--- src/rtl/matrix_result_uart_tx.sv ---
// matrix_result_uart_tx: captures a matrix_mult result on the rising edge of done and
// streams its elements, element 0 first, as 8N1 UART frames on TxD.
module matrix_result_uart_tx #(
  parameter int CLKS_PER_BIT = 868,
  parameter int NUM_BYTES    = 9,
  parameter int BYTE_W       = 8
) (
  input  logic                          Clock,
  input  logic                          reset_n,
  input  logic                          done,
  input  logic [NUM_BYTES*BYTE_W-1:0]   C,
  output logic                          TxD,
  output logic                          busy,
  output logic                          frame_done,
  output logic                          overrun
);
  localparam int CW = $clog2(CLKS_PER_BIT);
  localparam int BW = NUM_BYTES > 1 ? $clog2(NUM_BYTES) : 1;
  localparam int IW = BYTE_W > 1 ? $clog2(BYTE_W) : 1;
  localparam logic [CW-1:0] CNT_LAST = CW'(CLKS_PER_BIT - 1);
  localparam logic [CW-1:0] CNT_PRE  = CW'(CLKS_PER_BIT - 2);

  typedef enum logic [1:0] {IDLE, START, DATA, STOP} state_t;

  state_t                        state_q;
  logic                          done_q;
  logic [NUM_BYTES*BYTE_W-1:0]   shadow_q;
  logic [CW-1:0]                 cnt_q;
  logic [IW-1:0]                 bit_idx_q;
  logic [BW-1:0]                 byte_idx_q;
  logic                          trig;
  logic                          bit_end;
  logic                          last_byte;
  logic [BYTE_W-1:0]             cur;

  assign trig      = done & ~done_q;
  assign bit_end   = cnt_q == CNT_LAST;
  assign last_byte = byte_idx_q == BW'(NUM_BYTES - 1);
  assign cur       = shadow_q[byte_idx_q*BYTE_W +: BYTE_W];

  // done_q resets high so a done level held through reset is not seen as an edge
  always_ff @(posedge Clock or negedge reset_n) begin
    if (!reset_n) begin
      state_q    <= IDLE;
      done_q     <= 1'b1;
      shadow_q   <= '0;
      cnt_q      <= '0;
      bit_idx_q  <= '0;
      byte_idx_q <= '0;
      TxD        <= 1'b1;
      busy       <= 1'b0;
      frame_done <= 1'b0;
      overrun    <= 1'b0;
    end else begin
      done_q     <= done;
      overrun    <= trig && state_q != IDLE;
      frame_done <= 1'b0;
      cnt_q      <= (state_q == IDLE || bit_end) ? '0 : cnt_q + 1'b1;
      case (state_q)
        IDLE: if (trig) begin
          shadow_q   <= C;
          byte_idx_q <= '0;
          state_q    <= START;
          TxD        <= 1'b0;
          busy       <= 1'b1;
        end
        START: if (bit_end) begin
          state_q   <= DATA;
          bit_idx_q <= '0;
          TxD       <= cur[0];
        end
        DATA: if (bit_end) begin
          if (bit_idx_q == IW'(BYTE_W - 1)) begin
            state_q <= STOP;
            TxD     <= 1'b1;
          end else begin
            bit_idx_q <= bit_idx_q + 1'b1;
            TxD       <= cur[bit_idx_q + 1'b1];
          end
        end
        STOP: begin
          // registered one cycle early so the pulse lands on the final stop-bit cycle
          frame_done <= last_byte && cnt_q == CNT_PRE;
          if (bit_end) begin
            if (last_byte) begin
              state_q <= IDLE;
              busy    <= 1'b0;
            end else begin
              byte_idx_q <= byte_idx_q + 1'b1;
              state_q    <= START;
              TxD        <= 1'b0;
            end
          end
        end
        default: state_q <= IDLE;
      endcase
    end
  end
endmodule

--- config.mk ---
export PLATFORM = sky130hd
export DESIGN_NAME = matrix_result_uart_tx
export DESIGN_NICKNAME = d
export VERILOG_FILES = /design/src/rtl/matrix_result_uart_tx.sv
export SDC_FILE = /design/constraint.sdc
export NUM_CORES = 1
export LEC_CHECK = 0
export CAP_MARGIN = 0
export CORE_ASPECT_RATIO = 0.75
export CORE_UTILIZATION = 43
export CTS_BUF_LIST = sky130_fd_sc_hd__clkbuf_2 sky130_fd_sc_hd__clkbuf_4 sky130_fd_sc_hd__clkbuf_8
export DETAILED_ROUTE_END_ITERATION = 8
export HOLD_SLACK_MARGIN = 0.03
export PLACE_DENSITY = 0.67
export SYNTH_ARGS = -nofsm -noshare
export SYNTH_HDL_FRONTEND = slang
export SYNTH_SLANG_ARGS = --single-unit
--- constraint.sdc ---
create_clock -name Clock -period 4.6 [get_ports Clock]
set_input_delay 0.46 -clock Clock [delete_from_list [all_inputs] [get_ports Clock]]
set_output_delay 0.46 -clock Clock [all_outputs]
set_load 0.05 [all_outputs]
==> results of run 1 <==
==> path summary, 6_finish.rpt <==
path,from,to,slack [ps],cells past startpoint
max,byte_idx_q[1]$_DFFE_PN0P_,byte_idx_q[3]$_DFFE_PN0P_,1940,8
min,reset_n,shadow_q[12]$_DFFE_PN0P_,100,1
max reg2reg,byte_idx_q[1]$_DFFE_PN0P_,byte_idx_q[3]$_DFFE_PN0P_,1940,8
min reg2reg,shadow_q[39]$_DFFE_PN0P_,shadow_q[39]$_DFFE_PN0P_,490,1
max in group asynchronous,reset_n,shadow_q[13]$_DFFE_PN0P_,3440,2
min in group Clock,shadow_q[39]$_DFFE_PN0P_,shadow_q[39]$_DFFE_PN0P_,490,1
==> state kept, by name, summed over array words and instances (netlist names) <==
name	count
done_q	1
state_q	2
overrun	1
busy	1
TxD	1
bit_idx_q	3
byte_idx_q	4
cnt_q	10
shadow_q	72
frame_done	1
==> metrics by stage <==
step	instance area, µm²	power [µW]
3_5_place_dp	5520	948
5_1_grt	5740	1590
2_1_floorplan	4650	865
4_1_cts	5740	1550
3_3_place_gp	5520	948
6_report	5740	1530
==> final cells by class <==
type	instances	area (µm²)	share of cell area [%]
Clock buffer	10	131	2.29
Clock inverter	6	83.8	1.46
Inverter	9	33.8	0.589
Multi-Input combinational cell	242	2110	36.8
Sequential cell	96	2400	41.9
Tap cell	136	170	2.97
Timing Repair Buffer	81	801	14.0
==> layout by cell type (no fill, tap or decap), types with 3 or more instances in the layout <==
master                            count
sky130_fd_sc_hd__inv_1                9
sky130_fd_sc_hd__mux2i_1             27
sky130_fd_sc_hd__ha_1                10
sky130_fd_sc_hd__dfrtp_1             94
sky130_fd_sc_hd__clkbuf_8             9
sky130_fd_sc_hd__nand3_1             14
sky130_fd_sc_hd__mux4_2               3
sky130_fd_sc_hd__nand2b_1             3
sky130_fd_sc_hd__xor2_1               6
sky130_fd_sc_hd__a21oi_1              8
sky130_fd_sc_hd__a22oi_1              7
sky130_fd_sc_hd__buf_4                4
sky130_fd_sc_hd__nor2_1              23
sky130_fd_sc_hd__clkdlybuf4s50_1     77
sky130_fd_sc_hd__xnor2_1              4
sky130_fd_sc_hd__a22o_1               5
sky130_fd_sc_hd__nand3b_1             3
sky130_fd_sc_hd__a32oi_1              3
sky130_fd_sc_hd__nand2_1             13
sky130_fd_sc_hd__mux2_1              75
sky130_fd_sc_hd__clkinv_2             3
sky130_fd_sc_hd__nor2b_1              4
==> routing by layer <==
layer	part of all wire (%)	vias to the layer above	wire length (µm)	GRT usage (%)
li1	-	1461	-	-
met4	0.70	0	70	4.94
met1	51	1506	5100	29.8
met2	43	81	4310	29.8
met5	0	-	0	0
met3	5.8	7	589	4.85
==> cell families after synthesis <==
family | after synthesis | share of synthesized area (%)
AO/OA/AOI/OAI | 41 | 6.33
XOR/XNOR | 10 | 1.89
adder cells (fa/ha/maj) | 10 | 2.69
buffers and inverters | 28 | 2.77
flip-flops | 96 | 51.8
multiplexers | 107 | 25.9
AND/OR/NAND/NOR | 74 | 8.62
==> report_power, final <==
| part | switching (µW) | leakage [µW] | internal, µW |
|---|---|---|---|
| Clock | 286 | 0.000113 | 310 |
| Sequential | 0.334 | 0.00130 | 844 |
| Combinational | 29.0 | 0.00137 | 56.5 |
| Total | 315 | 0.00279 | 1210 |
==> results.txt, run 1 <==
----------------------------------------------------
[Outcome]
  Run status ... finished clean

[Timing]
  Top achievable clock speed ... 376 MHz
  Post-layout min period ... 2660 ps
  Number of setup violations in the final report ... 0
  Relative slew slack ... 20.4%
  Post-route setup slack ... 1940 ps
  Tightest hold margin ... 95.5 ps
  Worst-case clock skew ... 3.33 ps
  Pin slew with the least headroom to its limit ... 1190 ps
  Share of the cycle needed by the critical path after routing ... 57.8%
  Final setup TNS ... 0 ps
  Max Slew Vio Count ... 0
  Unrepaired setup endpoints after global routing ... no
  Hold violation count in the final report ... 0

[Logic synthesis]
  Summed instance area of the synthesized netlist ... 0.00465 mm²
  Flip-flop cell with the highest count after synthesis ... sky130_fd_sc_hd__dfrtp_1
  Proportion of synthesized chip area in sequential cells ... 51.8%
  Number of flip-flops and latches in the synthesized netlist ... 96
  Number of distinct library cells after synthesis ... 49
  Synth Warn # ... 0
  Number of synthesized flops with an enable pin ... 0
  Synthesized net count ... 451
  Most common library cells after synthesis ... 94 x sky130_fd_sc_hd__dfrtp_1, 75 x sky130_fd_sc_hd__mux2_1, 27 x sky130_fd_sc_hd__mux2i_1
  Post-Syn Instances ... 366
  Count leader, synth ... sky130_fd_sc_hd__dfrtp_1
  Area share of the largest cell type after synthesis ... 50.6%
  Biggest area consumer among synthesized cells ... sky130_fd_sc_hd__dfrtp_1
  Avg Synthesized Cell Area ... 12.7 µm²
  Fraction of registers with async set/reset ... 100%
  Top cells by area, synth ... sky130_fd_sc_hd__dfrtp_1 51%, sky130_fd_sc_hd__mux2_1 18%, sky130_fd_sc_hd__mux2i_1 5.8%, sky130_fd_sc_hd__ha_1 2.7%, sky130_fd_sc_hd__nor2_1 1.9%

[Job]
  Max cap viols ... 0

[Floorplan]
  Die outline area ... 0.0112 mm²
  Standard cell core area ... 0.0104 mm²
  Row count ... 32
  Number of top-level pins ... 79
  Starting density of the core ... 44.6%
  Die H ... 92.0 µm
  Floorplan die width ... 122 µm

[Critical path]
  Signal arrival time at the worst endpoint ... 2960 ps
  Crit path largest cell delay ... 1150 ps
  Cell with the largest stage delay on the worst path ... sky130_fd_sc_hd__dfrtp_1
  Crit Path Category ... reg -> reg
  Critical path buffers and inverters ... 1
  Required time worst endpoint ... 4900 ps
  Critical Path Start Type ... flip-flop
  Type of element capturing the critical path ... flip-flop
  Crit path max-delay family ... flip-flops
  Critical path fanouts, max ... 24
  Chain of cells forming the critical path ... inv_1 > ha_1 > nand3b_1 > nand2_1 > nor3b_2 > nand3_1 > xor2_1 > nor2_1

[Final layout]
  Final design utilization ... 55.1%
  Total inserted antenna cells ... 0
  Layout cell share with drive strength beyond 1 ... 6.98%
  Total number of nets in the final design ... 524
  Final standard cell count with taps included and fillers excluded ... 580
  Fillcell total ... 891
  Area growth from synthesis to final layout ... 23.5%

[Clock tree]
  Deepest level of the CTS H-tree ... 3
  Longest Clk Path Bufs ... 2
  Cell at the root of the clock tree ... sky130_fd_sc_hd__clkbuf_8
  Clock latency at the later pin of the worst-skew pair ... 360 ps
  CTS Hold Bufs ... 0
  Number of gates resized after cts ... 0
  Total CTS buffers ... 9
  Clock transition at the registers of the reported paths ... 90 ps
  Clock tree from TritonCTS ... yes
  Post-CTS setup-driven buffer insertion count ... 0
  Clock Sinks ... 96

[Power]
  P_leak ... 0.00279 µW
  Total power density per cell area ... 266 mW/mm²
  Worst vdd ir ... 117 µV

[Placement]
  Worst slack at placement ... 1970 ps
  Number of buffer cells added on primary ports ... 78
  Half-perimeter wire length of the detailed placement result ... 7.25 mm
  Cell count after placement ... 564
  GPL Wtd Cong ... 0.837

[Global route]
  Overall track demand over capacity in global routing ... 20.2%
  Vias in the first global route ... 3,309
  Remaining global-route overflow ... 0
  Global-route wire length before repair ... 17.2 mm
  Initial antenna violation count ... 0
  Maximum number of pins on one net before global-route repair ... 75

[Route]
  Residual antenna-violating net count after detailed routing ... 0
  First-pass detailed-route iteration total ... 4
  Via Count ... 3,055
  Number of DRC markers after the initial detailed-route iteration ... 167
  Via-to-Cell Ratio ... 5.27
  Routed wire length per instance ... 17.4 µm
  # DRC ... 0
  DRT Wirelength ... 10.1 mm

[Worst hold path]
  Path type of the worst min-delay path ... in -> async

----------------------------------------------------
Power figures use the tool's default switching activity.
==> inputs of run 2 (changes only) <==
Clock period 4.6 ns to 2.8 ns, I/O delays scaled along.
==> results.txt, run 2 (synthesized netlist as in run 1, its figures left out) <==
----------------------------------------------------
[Global route]
  Global-route wire length before repair ... 16.8 mm (-2.6%)
  Overall track demand over capacity in global routing ... 19.8% (-0.47 points)
  Maximum number of pins on one net before global-route repair ... 51 (-32%)
  Initial antenna violation count ... 0 (unchanged)
  Vias in the first global route ... 3,326 (+0.51%)
  Remaining global-route overflow ... 0 (unchanged)

[Timing]
  Hold violation count in the final report ... 0 (unchanged)
  Tightest hold margin ... 400 ps (+304 ps)
  Number of setup violations in the final report ... 0 (unchanged)
  Top achievable clock speed ... 427 MHz (+13%)
  Pin slew with the least headroom to its limit ... 661 ps (-533 ps)
  Max Slew Vio Count ... 0 (unchanged)
  Post-layout min period ... 2340 ps (-314 ps)
  Final setup TNS ... 0 ps (unchanged)
  Worst-case clock skew ... 6.75 ps (+3.43 ps)
  Share of the cycle needed by the critical path after routing ... 83.7% (+26 points)
  Unrepaired setup endpoints after global routing ... no
  Relative slew slack ... 55.8% (+35 points)

[Route]
  Residual antenna-violating net count after detailed routing ... 0 (unchanged)
  Via-to-Cell Ratio ... 5.27 (about the same)
  Routed wire length per instance ... 17.2 µm (-0.83%)
  Number of DRC markers after the initial detailed-route iteration ... 145 (-13%)
  Via Count ... 3,073 (+0.59%)
  DRT Wirelength ... 10.0 mm (-0.32%)
  # DRC ... 0 (unchanged)
  First-pass detailed-route iteration total ... 4 (unchanged)

[Clock tree]
  Clock latency at the later pin of the worst-skew pair ... 360 ps (about the same)
  Longest Clk Path Bufs ... 2 (unchanged)
  Clock Sinks ... 96 (unchanged)
  Post-CTS setup-driven buffer insertion count ... 0 (unchanged)
  Number of gates resized after cts ... 0 (unchanged)
  Cell at the root of the clock tree ... sky130_fd_sc_hd__clkbuf_8
  CTS Hold Bufs ... 1 (+1)
  Total CTS buffers ... 9 (unchanged)
  Deepest level of the CTS H-tree ... 3 (unchanged)
  Clock transition at the registers of the reported paths ... 80 ps (about the same)
  Clock tree from TritonCTS ... yes

[Critical path]
  Type of element capturing the critical path ... flip-flop
  Signal arrival time at the worst endpoint ... 2630 ps (-330 ps)
  Chain of cells forming the critical path ... ha_1 > ha_1 > a2111oi_0 > nand3_1 > a32oi_1 > o311ai_1 > a31oi_1
  R2r setup slk ... 460 ps (-1490 ps)
  Cell with the largest stage delay on the worst path ... sky130_fd_sc_hd__dfrtp_1
  Critical path fanouts, max ... 11 (-54%)
  Required time worst endpoint ... 3090 ps (-1810 ps)
  Critical Path Most Common Cell ... sky130_fd_sc_hd__ha_1
  Crit path largest cell delay ... 540 ps (-610 ps)
  Critical Path Start Type ... flip-flop
  Crit Path Category ... reg -> reg

[Placement]
  GPL Wtd Cong ... 0.830 (-0.90%)
  Number of buffer cells added on primary ports ... 78 (unchanged)
  Half-perimeter wire length of the detailed placement result ... 7.56 mm (+4.3%)
  Cell count after placement ... 567 (+0.53%)

[Floorplan]
  Row count ... 32 (unchanged)
  Standard cell core area ... 0.0104 mm² (unchanged)
  Starting density of the core ... 44.6% (unchanged)
  Die outline area ... 0.0112 mm² (unchanged)
  Number of top-level pins ... 79 (unchanged)
  Die H ... 92.0 µm (unchanged)
  Floorplan die width ... 122 µm (unchanged)

[Final layout]
  Commonest non-fill, non-tap cells in the layout ... 94 x sky130_fd_sc_hd__dfrtp_1, 77 x sky130_fd_sc_hd__clkdlybuf4s50_1, 75 x sky130_fd_sc_hd__mux2_1
  Final standard cell count with taps included and fillers excluded ... 583 (+0.52%)
  Total number of nets in the final design ... 528 (+0.76%)
  Total inserted antenna cells ... 0 (unchanged)
  Number of flip-flops under the largest register name ... 72 (unchanged)
  Regs by FF count ... shadow_q: 72 flops, cnt_q: 10 flops, byte_idx_q: 4 flops
  Final design utilization ... 55.4% (+0.25 points)
  Area growth from synthesis to final layout ... 24.1%
  Register name with the most flops ... shadow_q
  Layout cell share with drive strength beyond 1 ... 7.38% (+0.40 points)
  Most common cell after layout, fill and taps aside ... sky130_fd_sc_hd__dfrtp_1

[Power]
  Worst vdd ir ... 203 µV (+74%)
  Total power density per cell area ... 407 mW/mm² (+53%)
  P_leak ... 0.00281 µW (+0.54%)

[Worst hold path]
  Path type of the worst min-delay path ... in -> reg

[Outcome]
  Run status ... finished clean

[Job]
  Max cap viols ... 0 (unchanged)

----------------------------------------------------
## run 2: worst paths after layout
path                       depth (start not counted)                      from                       end
hold / removal                                     1                      done          done_q$_DFF_PN1_
setup reg to reg                                   7  bit_idx_q[0]$_DFFE_PN0P_           TxD$_DFFE_PN1P_
max in group asynchronous                          3                   reset_n          done_q$_DFF_PN1_
min in group asynchronous                          2                   reset_n   shadow_q[7]$_DFFE_PN0P_
setup / recovery                                   7  bit_idx_q[0]$_DFFE_PN0P_           TxD$_DFFE_PN1P_
hold reg to reg                                    1  shadow_q[44]$_DFFE_PN0P_  shadow_q[44]$_DFFE_PN0P_
## run 2: area by class of cell
type,instances,area (µm²)
clock inverters,3,18.8
multi-input cells,242,2110
clock buffers,12,153
inverters,9,33.8
flip-flops and latches,96,2400
fillers,906,4650
repair buffers,85,871
well taps,136,170
## run 2: per-stage QoR
step	total power, µW	setup WS [ps]	instance area (µm²)
after floorplan	1420	839	4650
after global placement	1560	597	5580
after detailed placement	1560	510	5580
after CTS	2390	481	5760
after global routing	2450	237	5760
final	2350	456	5760
## run 2: per-layer routing
layer | up-vias | routed length, µm | global-route usage, %
met1 | 1512 | 5040 | 27.9
met3 | 15 | 505 | 5.85
met5 | - | 0 | 0
li1 | 1472 | - | -
met2 | 74 | 4350 | 29.5
met4 | 0 | 142 | 4.94
## run 2: where the power goes
part | internal [µW] | switching, µW
Sequential | 1390 | 0.362
Combinational | 96.0 | 49.8
Clock | 361 | 451
## run 2: worst max-delay path, delay by kind of cell, from the launching register on
| family | cells | cell delay (ps) |
|---|---|---|
| fa+ha+maj | 2 | 680 |
| compound gates | 4 | 880 |
| simple gates | 1 | 180 |
| flops | 1 | 540 |
